==> config.mk <==
export PLATFORM = sky130hd
export DESIGN_NAME = spi_arbiter
export DESIGN_NICKNAME = d
export VERILOG_FILES = /design/src/rtl/spi_pkg.sv /design/src/rtl/spi_rr_arb2.sv /design/src/rtl/spi_arbiter.sv
export SDC_FILE = /design/constraint.sdc
export NUM_CORES = 1
export LEC_CHECK = 0
export CORE_AREA = 2 2 119 132
export DETAILED_ROUTE_END_ITERATION = 12
export DIE_AREA = 0 0 121 134
export HOLD_SLACK_MARGIN = 0.05
export PLACE_DENSITY = 0.78
export SLEW_MARGIN = 20
export SYNTH_ARGS = -nofsm -noshare
export SYNTH_HDL_FRONTEND = slang
export SYNTH_SLANG_ARGS = --single-unit
==> constraint.sdc <==
create_clock -name clk -period 2.5 [get_ports clk]
set_clock_uncertainty 0.1 [all_clocks]
set_input_delay 0.5 -clock clk [delete_from_list [all_inputs] [get_ports clk]]
set_output_delay 0.5 -clock clk [all_outputs]
set_load 0.005 [all_outputs]
==> src/rtl/spi_pkg.sv <==
// Shared SPI definitions: arbiter FSM encoding, index width,
// and default core settings used by every SPI client.
package spi_pkg;

  typedef enum logic [2:0] {
    S_IDLE,
    S_CFG,
    S_WRITE,
    S_WAIT_RX,
    S_READ,
    S_GAP,
    S_CAPTURE,
    S_DONE
  } state_t;

  localparam int IDX_W = 2;

  localparam logic [1:0] SPIBR_DEF = 2'b00;
  localparam logic [2:0] SPICR_DEF = 3'b000;

endpackage

==> src/rtl/spi_rr_arb2.sv <==
// Two-way round-robin pick with last-served memory.
// Requester 1 counts as last served after reset, so req0 wins the first tie.
module spi_rr_arb2 (
  input  logic clk,
  input  logic reset_sync2,
  input  logic req0,
  input  logic req1,
  input  logic take,
  output logic any,
  output logic pick
);

  logic last;

  always_comb begin
    any  = req0 | req1;
    pick = 1'b0;
    if (req0 && req1) begin
      pick = ~last;
    end else if (req1) begin
      pick = 1'b1;
    end
  end

  always_ff @(posedge clk or negedge reset_sync2) begin
    if (!reset_sync2) begin
      last <= 1'b1;
    end else if (take) begin
      last <= pick;
    end
  end

endmodule

==> src/rtl/spi_arbiter.sv <==
// Shares one SPI core between two requesters: round-robin grant,
// settings load, TX burst, per-byte RX drain with timeout abort.
module spi_arbiter
  import spi_pkg::*;
#(
  parameter int TIMEOUT = 4096
) (
  input  logic        clk,
  input  logic        reset_sync2,
  input  logic        req0,
  input  logic        req1,
  input  logic [1:0]  len0,
  input  logic [1:0]  len1,
  input  logic [31:0] tx0,
  input  logic [31:0] tx1,
  input  logic [1:0]  br0,
  input  logic [1:0]  br1,
  input  logic [2:0]  cr0,
  input  logic [2:0]  cr1,
  output logic        gnt0,
  output logic        gnt1,
  output logic        done0,
  output logic        done1,
  output logic        err,
  output logic [31:0] rx_data,
  output logic [1:0]  spi_spibr,
  output logic [2:0]  spi_spicr,
  output logic        spi_wr_settings,
  output logic [7:0]  spi_data_in,
  output logic        spi_write_byte,
  output logic        spi_read_byte,
  input  logic [7:0]  spi_data_out,
  input  logic        spi_ready_to_read
);

  localparam int TW = $clog2(TIMEOUT);
  localparam logic [TW-1:0] TMAX = TW'(TIMEOUT - 1);

  state_t state, nxt;
  logic             owner;
  logic [IDX_W-1:0] len_q;
  logic [IDX_W-1:0] idx;
  logic [31:0]      tx_q;
  logic [31:0]      rx_sh;
  logic [31:0]      rx_ins;
  logic [TW-1:0]    tcnt;
  logic             abort;
  logic             any;
  logic             pick;
  logic             take;

  assign take = (state == S_IDLE) && any;

  spi_rr_arb2 u_arb (
    .clk        (clk),
    .reset_sync2(reset_sync2),
    .req0       (req0),
    .req1       (req1),
    .take       (take),
    .any        (any),
    .pick       (pick)
  );

  always_comb begin
    nxt = state;
    unique case (state)
      S_IDLE:    if (any) nxt = S_CFG;
      S_CFG:     nxt = S_WRITE;
      S_WRITE:   if (idx == len_q) nxt = S_WAIT_RX;
      S_WAIT_RX: begin
        if (spi_ready_to_read) nxt = S_READ;
        else if (tcnt == TMAX) nxt = S_DONE;
      end
      S_READ:    nxt = S_GAP;
      S_GAP:     nxt = S_CAPTURE;
      S_CAPTURE: nxt = (idx == len_q) ? S_DONE : S_WAIT_RX;
      S_DONE:    nxt = S_IDLE;
    endcase
  end

  always_comb begin
    rx_ins = rx_sh;
    unique case (idx)
      2'd0: rx_ins[31:24] = spi_data_out;
      2'd1: rx_ins[23:16] = spi_data_out;
      2'd2: rx_ins[15:8]  = spi_data_out;
      2'd3: rx_ins[7:0]   = spi_data_out;
    endcase
  end

  always_comb begin
    spi_data_in = '0;
    if (state == S_WRITE) begin
      unique case (idx)
        2'd0: spi_data_in = tx_q[31:24];
        2'd1: spi_data_in = tx_q[23:16];
        2'd2: spi_data_in = tx_q[15:8];
        2'd3: spi_data_in = tx_q[7:0];
      endcase
    end
  end

  always_ff @(posedge clk or negedge reset_sync2) begin
    if (!reset_sync2) begin
      state     <= S_IDLE;
      owner     <= 1'b0;
      len_q     <= '0;
      tx_q      <= '0;
      idx       <= '0;
      tcnt      <= '0;
      abort     <= 1'b0;
      rx_sh     <= '0;
      rx_data   <= '0;
      spi_spibr <= SPIBR_DEF;
      spi_spicr <= SPICR_DEF;
    end else begin
      state <= nxt;
      unique case (state)
        S_IDLE: if (any) begin
          owner     <= pick;
          len_q     <= pick ? len1 : len0;
          tx_q      <= pick ? tx1 : tx0;
          spi_spibr <= pick ? br1 : br0;
          spi_spicr <= pick ? cr1 : cr0;
          idx       <= '0;
          tcnt      <= '0;
          abort     <= 1'b0;
          rx_sh     <= '0;
        end
        S_WRITE: idx <= (idx == len_q) ? '0 : idx + 2'd1;
        S_WAIT_RX: if (!spi_ready_to_read) begin
          if (tcnt == TMAX) begin
            abort   <= 1'b1;
            rx_data <= rx_sh;
          end else begin
            tcnt <= tcnt + 1'b1;
          end
        end
        S_CAPTURE: begin
          rx_sh <= rx_ins;
          tcnt  <= '0;
          if (idx == len_q) rx_data <= rx_ins;
          else idx <= idx + 2'd1;
        end
        default: ;
      endcase
    end
  end

  assign gnt0            = (state != S_IDLE) && !owner;
  assign gnt1            = (state != S_IDLE) && owner;
  assign done0           = (state == S_DONE) && !owner;
  assign done1           = (state == S_DONE) && owner;
  assign err             = (state == S_DONE) && abort;
  assign spi_wr_settings = (state == S_CFG);
  assign spi_write_byte  = (state == S_WRITE);
  assign spi_read_byte   = (state == S_READ);

endmodule
==> flow_summary.html <==
<table>
<tr><th>Metric</th><th>Value</th></tr>
<tr><th colspan="2">Logic synthesis</th></tr>
<tr><td>Cell area after synthesis</td><td>5851 sq um</td></tr>
<tr><td>Async set or reset register ratio after synthesis</td><td>100.0%</td></tr>
<tr><td>Most numerous cell in the Yosys netlist</td><td>dfrtp_1</td></tr>
<tr><td>Synthesized netlist cell count</td><td>535</td></tr>
<tr><td>Fraction of post-synthesis cell area in the top cell type by area</td><td>52.18%</td></tr>
<tr><td>Most common flop cell mapped by yosys</td><td>dfrtp_1</td></tr>
<tr><td>Number of distinct library cell variants in the gate-level netlist after synthesis</td><td>48</td></tr>
<tr><td>Top cells by count, synth</td><td>122 x dfrtp_1, 67 x mux2i_1, 48 x nand2_1, 46 x o21ai_0, 40 x nor2_1</td></tr>
<tr><td>Average instance area after synthesis</td><td>10.94 sq um</td></tr>
<tr><td>Number of enable-type register cells in the synthesized netlist</td><td>0</td></tr>
<tr><td>Number of synthesized register bits</td><td>123</td></tr>
<tr><td>Biggest area consumer among synthesized cells</td><td>dfrtp_1</td></tr>
<tr><td>Sequential share of the synthesized area</td><td>52.63%</td></tr>
<tr><td>Synth warnings</td><td>0</td></tr>
<tr><td>Synth top area cells</td><td>dfrtp_1 52%, mux2i_1 11%, mux2_2 4.0%</td></tr>
<tr><td>Post-synthesis net count</td><td>631</td></tr>
<tr><th colspan="2">Placed design</th></tr>
<tr><td>Worst setup timing slack at the placement stage</td><td>-0.006549 ns</td></tr>
<tr><td>Detailed placement HPWL</td><td>10950 microns</td></tr>
<tr><td>Final weighted congestion in routability-driven placement</td><td>1.025</td></tr>
<tr><td>IO buf count</td><td>143</td></tr>
<tr><td>Placed instance count</td><td>858</td></tr>
<tr><td>Total cell area at the placement stage</td><td>7566 sq um</td></tr>
<tr><th colspan="2">Clock tree</th></tr>
<tr><td>Skew-Pair Late Insertion Delay</td><td>0.41 ns</td></tr>
<tr><td>Root buf cell</td><td>clkbuf_16</td></tr>
<tr><td>Number of CTS-inserted buffers</td><td>17</td></tr>
<tr><td>Largest buffer count on any clock path</td><td>2</td></tr>
<tr><td>CTS clk-pin slew, worst paths</td><td>0.06 ns</td></tr>
<tr><td>TritonCTS clock tree</td><td>yes</td></tr>
<tr><td>Total number of clock tree sinks</td><td>123</td></tr>
<tr><td>Deepest level of the CTS H-tree</td><td>4</td></tr>
<tr><th colspan="2">Floorplanning</th></tr>
<tr><td>Num rows</td><td>47</td></tr>
<tr><td>Area enclosed by the die boundary</td><td>16210 sq um</td></tr>
<tr><td>Die Span X</td><td>121 microns</td></tr>
<tr><td>Placeable core region</td><td>14880 sq um</td></tr>
<tr><td>Die boundary height</td><td>134 microns</td></tr>
<tr><td>Starting density of the core</td><td>39.32%</td></tr>
<tr><td>Ports placed on the boundary</td><td>144</td></tr>
<tr><th colspan="2">STA</th></tr>
<tr><td>Headroom to the max-slew limit</td><td>65.73%</td></tr>
<tr><td>Final worst-path setup slack</td><td>-0.08011 ns</td></tr>
<tr><td>Hold slack final</td><td>0.3841 ns</td></tr>
<tr><td>Timing-limited maximum frequency</td><td>0.3876 GHz</td></tr>
<tr><td>Number of endpoints failing setup at the final stage</td><td>4</td></tr>
<tr><td>Setup repair after global routing missed its margin</td><td>true</td></tr>
<tr><td>Min Clock Period, post-route</td><td>2.580 ns</td></tr>
<tr><td>Number of hold violations in the final report</td><td>0</td></tr>
<tr><td>Setup TNS</td><td>-0.2398 ns</td></tr>
<tr><td>Slew at the pin with the worst max-slew slack</td><td>0.5128 ns</td></tr>
<tr><td>Max-slew violations</td><td>0</td></tr>
<tr><td>Portion of the clock cycle consumed by the worst path in the final layout</td><td>103.2%</td></tr>
<tr><th colspan="2">Critical path</th></tr>
<tr><td>Crit path cell chain</td><td>buf_6 -&gt; inv_4 -&gt; ha_4 -&gt; buf_6 -&gt; a222oi_1 -&gt; nor2_1 -&gt; a21oi_1 -&gt; nor2_1 -&gt; buf_2</td></tr>
<tr><td>Worst EP required</td><td>1.90 ns</td></tr>
<tr><td>Crit Path Category</td><td>reg2out</td></tr>
<tr><td>Critical Path Max Stage Delay</td><td>0.37 ns</td></tr>
<tr><td>Signal arrival time at the worst endpoint</td><td>1.98 ns</td></tr>
<tr><td>Slowest stage cell, crit path</td><td>dfrtp_1</td></tr>
<tr><td>CP startpoint kind</td><td>register</td></tr>
<tr><td>Maximum fanout along the worst path</td><td>6</td></tr>
<tr><td>CP endpoint kind</td><td>output pin</td></tr>
<tr><th colspan="2">Global route</th></tr>
<tr><td>Wire length of the first global-routing pass</td><td>24870 microns</td></tr>
<tr><td>Overall global routing resource usage</td><td>19.63%</td></tr>
<tr><td>Number of global-route vias before repair</td><td>4816</td></tr>
<tr><td>Antenna violations before repair</td><td>0</td></tr>
<tr><td>Pin count of the biggest net entering global routing</td><td>67</td></tr>
<tr><td>Gr ovfl total</td><td>0</td></tr>
<tr><th colspan="2">Power</th></tr>
<tr><td>Clock power frac</td><td>27.7%</td></tr>
<tr><td>Switching power as a share of total power</td><td>32.03%</td></tr>
<tr><td>Net Switching</td><td>2.994 mW</td></tr>
<tr><td>Part of the power in registers</td><td>35.3%</td></tr>
<tr><td>Internal power</td><td>6.355 mW</td></tr>
<tr><td>Final Power</td><td>9.349 mW</td></tr>
<tr><td>Worst IR Drop VDD</td><td>0.6113 mV</td></tr>
<tr><td>Proportion of power drawn by combinational gates</td><td>37.0%</td></tr>
<tr><td>Power density over the cells</td><td>1113 nW/um^2</td></tr>
<tr><td>Leakage Power</td><td>3.873 nW</td></tr>
<tr><th colspan="2">Route</th></tr>
<tr><td>DRC marker count from the first detailed-route iteration</td><td>387</td></tr>
<tr><td>Number of nets with antenna violations after routing</td><td>0</td></tr>
<tr><td>Via count</td><td>4711</td></tr>
<tr><td>DRC errors left</td><td>0</td></tr>
<tr><td>Vias per Instance</td><td>5.188</td></tr>
<tr><td>Avg WL per Cell</td><td>17.16 microns</td></tr>
<tr><td>Final WL</td><td>15580 microns</td></tr>
<tr><td>Count of TritonRoute iterations in the first routing pass</td><td>5</td></tr>
<tr><th colspan="2">Finish</th></tr>
<tr><td>Fraction of the core area covered by cells at the end of the flow</td><td>56.45%</td></tr>
<tr><td>Share of cells above drive strength 1</td><td>16.57%</td></tr>
<tr><td>Synthesis-to-layout area growth</td><td>43.54%</td></tr>
<tr><td>Layout Cells excl Fill</td><td>908</td></tr>
<tr><td>Final standard cell area without fillers</td><td>8398 sq um</td></tr>
<tr><td>Final nets</td><td>795</td></tr>
<tr><td>Number of antenna cells inserted</td><td>0</td></tr>
<tr><th colspan="2">Min path</th></tr>
<tr><td>Hold crit path type</td><td>reg2reg</td></tr>
<tr><th colspan="2">Status</th></tr>
<tr><td>Result of the run</td><td>complete, but fails checks</td></tr>
<tr><td>Violated checks</td><td>negative setup slack</td></tr>
<tr><th colspan="2">Flow run</th></tr>
<tr><td>Count of maximum capacitance violations</td><td>0</td></tr>
</table>
cells by family (layout without fill, tap and decap cells):
family                   count (synthesis)  after routing  synth area share (%)
XOR/XNOR                                 2              2                0.2995
AND/OR/NAND/NOR                        152            152                 12.87
multiplexers                           104            104                 18.58
adder cells (fa/ha/maj)                  5              5                 1.069
AO/OA/AOI/OAI                           95             95                 10.46
buffers and inverters                   54            231                 4.085
flip-flops                             123            123                 52.63
placed cells by master (no fill, tap or decap), types with 5 or more instances in the layout:
cell             count
nand3_1             13
clkbuf_16           17
and3_1               5
and2_1              19
mux2_1              16
o31ai_1             11
dfrtp_1            118
mux2i_1             67
buf_2                7
clkdlybuf4s50_1    134
buf_12               6
nor2_1              40
buf_4               25
nand2_1             48
a222oi_1             8
mux2_2              21
a21oi_1             13
o21ai_0             46
inv_1               19
layout make-up:
| cell class | count | area, sq um |
|---|---|---|
| fill | 1206 | 6480 |
| inverter | 21 | 83.83 |
| clock buffer | 22 | 464.2 |
| clock inverter | 10 | 165.2 |
| multi-input combinational | 358 | 2618 |
| tap | 196 | 245.2 |
| timing repair buffer | 178 | 1738 |
| sequential | 123 | 3084 |
routing by layer:
layer,global-route usage [%],wire (microns)
met1,25.01,6578
met2,32.58,8015
met3,4.592,651
met4,7.171,334
met5,0,0
worst max-delay path: cells and delay by family (launching register included):
kind                     cells  cell delay (ns)
buffers and inverters        4             0.40
adder cells (fa/ha/maj)      1             0.17
AND/OR/NAND/NOR              2             0.14
flip-flops                   1             0.37
AO/OA/AOI/OAI                2             0.50
power by group through the flow:
stage,clock (mW),combinational [mW],sequential [mW]
3_5_place_dp,0,3.12,3.29
2_1_floorplan,0,1.87,3.11
5_1_grt,2.71,3.81,3.39
6_report,2.59,3.46,3.30
4_1_cts,2.62,3.26,3.30
3_3_place_gp,0,2.96,3.27
state kept, by name (all words and copies together), names as in the netlist:
register / count
tcnt: 12
abort: 1
tx_q: 32
len_q: 2
rx_sh: 32
idx: 2
u_arb.last: 1
spi_spibr: 2
state: 3
owner: 1
spi_spicr: 3
rx_data: 32
final timing paths:
| path | start | endpoint | slack [ns] | cells past startpoint |
|---|---|---|---|---|
| setup / recovery | idx[0]$_DFFE_PN0P_ | spi_data_in[2] | -0.08 | 9 |
| hold / removal | spi_spicr[2]$_DFFE_PN0P_ | spi_spicr[2]$_DFFE_PN0P_ | 0.38 | 2 |
| setup reg to reg | state[1]$_DFFE_PN0P_ | rx_data[14]$_DFFE_PN0P_ | 0.18 | 7 |
| hold reg to reg | spi_spicr[2]$_DFFE_PN0P_ | spi_spicr[2]$_DFFE_PN0P_ | 0.38 | 2 |
| max in group asynchronous | reset_sync2 | rx_data[6]$_DFFE_PN0P_ | 1.06 | 3 |
| min in group asynchronous | reset_sync2 | tx_q[1]$_DFFE_PN0P_ | 0.51 | 2 |
repair_timing:
item,in CTS,in global routing
gates resized for setup,52,7
hold endpoints to repair,33,0
pin swaps,19,14
setup buffers,6,11
hold buffers,1,0
setup endpoints to repair,14,14
(Power assumes the default switching activity.)
